===== src/rtl/pot_scan_sched.sv =====
// Round-robin scheduler sharing one A2D converter across the six equalizer pots; all outputs registered.
// Each conversion: START pulse, WAIT for cnv_cmplt (watchdog retry on timeout), then GAP; hold stalls only in GAP.
module pot_scan_sched #(
  parameter int GAP_CYCLES = 64,
  parameter int TIMEOUT    = 4096
) (
  input  logic        clk,
  input  logic        rst_n,
  input  logic        hold,
  input  logic        cnv_cmplt,
  input  logic [11:0] res,
  output logic        strt_cnv,
  output logic [2:0]  chnnl,
  output logic [11:0] LP_pot,
  output logic [11:0] B1_pot,
  output logic [11:0] B2_pot,
  output logic [11:0] B3_pot,
  output logic [11:0] HP_pot,
  output logic [11:0] VOL_pot,
  output logic        sweep_done,
  output logic        pots_vld,
  output logic        timeout
);

  localparam int GW = $clog2(GAP_CYCLES + 1);
  localparam int TW = $clog2(TIMEOUT + 1);
  localparam logic [GW-1:0] GAP_LAST  = GW'(GAP_CYCLES - 1);
  localparam logic [TW-1:0] WAIT_LAST = TW'(TIMEOUT - 1);

  typedef enum logic [1:0] {GAP, START, WAIT} state_t;

  state_t        state_q, state_d;
  logic [GW-1:0] gap_cnt_q, gap_cnt_d;
  logic [TW-1:0] wait_cnt_q, wait_cnt_d;
  logic [2:0]    idx_q, idx_d;
  logic [11:0]   pot_q [6];
  logic [11:0]   pot_d [6];
  logic          strt_cnv_q, strt_cnv_d;
  logic [2:0]    chnnl_q, chnnl_d;
  logic          sweep_done_q, sweep_done_d;
  logic          pots_vld_q, pots_vld_d;
  logic          timeout_q, timeout_d;

  function automatic logic [2:0] chn_map(input logic [2:0] idx);
    case (idx)
      3'd0:    chn_map = 3'd1;
      3'd1:    chn_map = 3'd0;
      3'd2:    chn_map = 3'd4;
      3'd3:    chn_map = 3'd2;
      3'd4:    chn_map = 3'd3;
      3'd5:    chn_map = 3'd7;
      default: chn_map = 3'd1;
    endcase
  endfunction

  always_comb begin
    state_d      = state_q;
    gap_cnt_d    = gap_cnt_q;
    wait_cnt_d   = wait_cnt_q;
    idx_d        = idx_q;
    pot_d        = pot_q;
    strt_cnv_d   = 1'b0;
    sweep_done_d = 1'b0;
    pots_vld_d   = pots_vld_q;
    timeout_d    = 1'b0;
    case (state_q)
      GAP: begin
        // Counter saturates at its terminal value while hold is high.
        if (gap_cnt_q == GAP_LAST) begin
          if (!hold) begin
            state_d    = START;
            strt_cnv_d = 1'b1;
            wait_cnt_d = '0;
          end
        end else begin
          gap_cnt_d = gap_cnt_q + GW'(1);
        end
      end
      START: begin
        // The START clock already counts toward the watchdog limit.
        wait_cnt_d = TW'(1);
        state_d    = WAIT;
      end
      WAIT: begin
        if (cnv_cmplt) begin
          pot_d[idx_q] = res;
          idx_d        = (idx_q == 3'd5) ? 3'd0 : idx_q + 3'd1;
          gap_cnt_d    = '0;
          state_d      = GAP;
          if (idx_q == 3'd5) begin
            sweep_done_d = 1'b1;
            pots_vld_d   = 1'b1;
          end
        end else if (wait_cnt_q == WAIT_LAST) begin
          timeout_d = 1'b1;
          gap_cnt_d = '0;
          state_d   = GAP;
        end else begin
          wait_cnt_d = wait_cnt_q + TW'(1);
        end
      end
      default: begin
        state_d   = GAP;
        gap_cnt_d = '0;
      end
    endcase
    chnnl_d = chn_map(idx_d);
  end

  always_ff @(posedge clk or negedge rst_n) begin
    if (!rst_n) begin
      state_q      <= GAP;
      gap_cnt_q    <= '0;
      wait_cnt_q   <= '0;
      idx_q        <= 3'd0;
      pot_q        <= '{default: '0};
      strt_cnv_q   <= 1'b0;
      chnnl_q      <= 3'd1;
      sweep_done_q <= 1'b0;
      pots_vld_q   <= 1'b0;
      timeout_q    <= 1'b0;
    end else begin
      state_q      <= state_d;
      gap_cnt_q    <= gap_cnt_d;
      wait_cnt_q   <= wait_cnt_d;
      idx_q        <= idx_d;
      pot_q        <= pot_d;
      strt_cnv_q   <= strt_cnv_d;
      chnnl_q      <= chnnl_d;
      sweep_done_q <= sweep_done_d;
      pots_vld_q   <= pots_vld_d;
      timeout_q    <= timeout_d;
    end
  end

  assign strt_cnv   = strt_cnv_q;
  assign chnnl      = chnnl_q;
  assign LP_pot     = pot_q[0];
  assign B1_pot     = pot_q[1];
  assign B2_pot     = pot_q[2];
  assign B3_pot     = pot_q[3];
  assign HP_pot     = pot_q[4];
  assign VOL_pot    = pot_q[5];
  assign sweep_done = sweep_done_q;
  assign pots_vld   = pots_vld_q;
  assign timeout    = timeout_q;

endmodule


===== config.mk =====
export PLATFORM = sky130hd
export DESIGN_NAME = pot_scan_sched
export DESIGN_NICKNAME = d
export VERILOG_FILES = /design/src/rtl/pot_scan_sched.sv
export SDC_FILE = /design/constraint.sdc
export NUM_CORES = 1
export LEC_CHECK = 0
export ABC_AREA = 1
export ABC_CLOCK_PERIOD_IN_PS = 1800
export CORE_MARGIN = 5
export CORE_UTILIZATION = 51
export DETAILED_ROUTE_END_ITERATION = 8
export GPL_ROUTABILITY_DRIVEN = 0
export GPL_TIMING_DRIVEN = 0
export PLACE_DENSITY = 0.8
export SLEW_MARGIN = 20
export SYNTH_ARGS = -nofsm -noshare
export SYNTH_HDL_FRONTEND = slang
export SYNTH_SLANG_ARGS = --single-unit
export TNS_END_PERCENT = 1

===== constraint.sdc =====
create_clock -name clk -period 1.8 [get_ports clk]
set_input_delay 0.45 -clock clk [delete_from_list [all_inputs] [get_ports clk]]
set_output_delay 0.45 -clock clk [all_outputs]
set_load 0.005 [all_outputs]

==> results.cfg <==
[setup_path]
worst_ep_arrival_time_ns = 1.29
r2r-end = B3_pot[5]$_DFFE_PN0P_
cp_num_buf_inv = 1
rr_startpoint = state_q[0]$_DFFE_PN0P_
reg2reg_slack_ns = 0.07
endpoint_kind = output port
critical_path.top_delay_family = buffers and inverters
worst-setup-path-type = register to output port
worstPathMaxFanout = 2
slowest_delay_ns = 0.52
reg2reg_depth = 7
start_kind = register
crit_slowest_cell = clkdlybuf4s50_1
crit_chain = clkdlybuf4s50_1
required_ns = 1.35

[finish]
final_cell_mix = nand2_1, dfrtp_1, clkdlybuf4s50_1
nNetsFinal = 628
final_common_cell = nand2_1
layout.cells.non_filler = 720
final_util = 0.6797
syn_to_final_growth_pct = 31.49
fillerInstances = 665
n_antenna_cell = 0
drive_gt1_frac = 0.1176

[route]
vias = 3721
wl_per_cell_microns = 15.24
via_per_inst = 5.168
postRouteAntennaNets = 0
drc_errors = 0
drtPass1Iterations = 4
wirelength_microns = 10970
drt_iter0_drc = 171

[cts]
root_buffer = clkbuf_8
insertion_delay_ns = 0.36
cts_tree = yes
path_clk_slew_ns = 0.11
cts.sinks = 104
htreeDepth = 3
cts_buffers = 9
ctsLongestPathBuffers = 2

[timing]
grt_setup_unrepaired = true
max-slew-margin-rel = 0.6848
final-hold-violation-count = 0
maxSlewViolCount = 0
finalHoldWorstSlack_ns = 0.4843
worst_pin_slew_ns = 0.4728
max_freq_ghz = 0.5749
setup_viol = 0
finalCritPeriodShare = 0.9663
clock_skew_ns = 0.007484
period_needed_ns = 1.739

[global_routing]
grt_pass1_wl_microns = 18420
grt_pass1_vias = 3830
grt_usage = 0.2216
grt_max_degree = 71
antenna_found_initial = 0
grt_overflow_total = 0

[hold_path]
worstHoldStart = pots_vld$_DFFE_PN0P_
holdPathEnd = pots_vld$_DFFE_PN0P_
hold_path_class = register to register
min_path_cells = 1

[floorplanning]
io_pins = 95
die_area_sq_um = 10680
start_util = 0.5169
die-height_microns = 103.3
die_x_microns = 103.3
coreArea_sq_um = 8593
rows = 34

[yosys]
muxShareOfSynthArea = 0
synth_xor_area_frac = 0.001972
synth_top_cells_by_area = dfrtp_1, nand2_1, o21ai_0
yosys.area_share.simple = 0.2208
syn_nets = 520
synth-compound-area-share = 0.1177
yosysUniqueCellTypes = 30
synth.avg_cell_area_sq_um = 8.901
seq_area_frac_synth = 0.5862
synth_top_family_by_area = simple AND/OR/NAND/NOR gates
yosysTopAreaCellShare = 0.5803
yosysTopAreaCell = dfrtp_1
synth_adder_area_share = 0.01408
synth_area_sq_um = 4442
syn_inst = 499
ys_ff_latch = 104
ys_warn_count = 0

[power_and_ir_drop]
vdd_drop_max_mv = 0.4762
pwr-share-clk = 0.385
pwr-share-seq = 0.585
power.switching_mw = 0.9407
power.leakage_nw = 2.650
p_sw_frac = 0.2358
p_comb_frac = 0.030
power.internal_mw = 3.049
p_per_area_nw_per_um2 = 683.0

[run_status]
status = finished, final reports clean

[place]
portBuffers = 94
place_inst = 702
post-dp-hpwl_microns = 7983

[job]
cap_violations = 0
## power groups by stage
| stage | registers (mW) | clock network (mW) | logic, mW |
|---|---|---|---|
| 5_1_grt | 2.34 | 1.67 | 0.135 |
| 2_1_floorplan | 2.38 | 0 | 0.0169 |
| 6_report | 2.33 | 1.54 | 0.118 |
| 4_1_cts | 2.33 | 1.56 | 0.124 |
| 3_3_place_gp | 2.38 | 0 | 0.111 |
| 3_5_place_dp | 2.38 | 0 | 0.121 |
## kinds of logic (layout without fill, tap and decap cells)
| family | count (synthesis) | after routing |
|---|---|---|
| and+or+nand+nor | 233 | 233 |
| buffers and inverters | 61 | 174 |
| DFF | 104 | 104 |
| AOI/OAI and AO/OA | 95 | 95 |
| xor gates and xnor gates | 1 | 1 |
| adders and majority gates | 5 | 5 |
## area by class of cell
type | instances | area [sq um] | area share
Sequential cell | 104 | 2605 | 0.4460
Multi-Input combinational cell | 334 | 1620 | 0.2774
Timing Repair Buffer | 97 | 985.9 | 0.1688
Inverter | 43 | 161.4 | 0.02764
Tap cell | 108 | 135.1 | 0.02314
Clock buffer | 9 | 123.9 | 0.02121
Buffer | 18 | 117.6 | 0.02014
Clock inverter | 7 | 91.34 | 0.01564
## metrics by stage
stage | TNS [ns] | worst slack [ns] | cell area, sq um | total power, mW
2_1_floorplan | 0 | 0.2347 | 4442 | 2.398
3_3_place_gp | -381.81 | -3.499 | 5518 | 2.493
3_5_place_dp | -24.76 | -0.3788 | 5547 | 2.502
4_1_cts | -0.2226 | -0.04030 | 5796 | 4.020
5_1_grt | -1.082 | -0.06748 | 5841 | 4.138
6_report | 0 | 0.06059 | 5841 | 3.989
## synthesized netlist by cell type (all sizes together)
cell type and n:
ha 5, nand2 165, a21o 1, or2 4, dfstp 1, nor3 3, inv 43, xor2 1
o21ai 89, nor4 1, nand3 22, clkbuf 11, nor2 31, dfrtp 103, nand3b 4, buf 6
a21oi 3, dlygate4sd1 1, o21bai 1, nand4 3, o22ai 1
## registers in the layout, summed over array words and instances, names as in the netlist
register / count
pots_vld: 1
VOL_pot: 12
strt_cnv: 1
HP_pot: 12
B2_pot: 12
gap_cnt_q: 7
timeout: 1
B3_pot: 12
LP_pot: 12
idx_q: 3
chnnl: 3
B1_pot: 12
sweep_done: 1
wait_cnt_q: 13
state_q: 2
## worst max path at each step
stage / startpoint / end / cells past startpoint
CTS: state_q[0]$_DFFE_PN0P_ / HP_pot[4]$_DFFE_PN0P_ / 8
global route: state_q[0]$_DFFE_PN0P_ / wait_cnt_q[5]$_DFFE_PN0P_ / 12
finish: B2_pot[4]$_DFFE_PN0P_ / B2_pot[4] / 1
floorplan: state_q[0]$_DFFE_PN0P_ / wait_cnt_q[5]$_DFFE_PN0P_ / 12
detailed placement: cnv_cmplt / B2_pot[8]$_DFFE_PN0P_ / 7
global placement: rst_n / B2_pot[6]$_DFFE_PN0P_ / 1
## layer usage
metal  vias to the layer above  wire (microns)  GRT usage  share of wire
li1                       1808               -          -              -
met1                      1787            4333     0.2720           0.39
met5                         -               0          0              0
met2                       113            5564     0.3720           0.51
met3                        13             944    0.08384          0.086
met4                         0             131    0.05578          0.012
## what timing repair did
action,CTS,global route
gates resized for setup,13,21
cloned,0,1
endpoints found under the hold margin,33,0
hold buffers,1,0
endpoints found under the setup margin,63,89
setup buffers,0,0
pin swaps,0,1
Power figures use the tool's default switching activity.
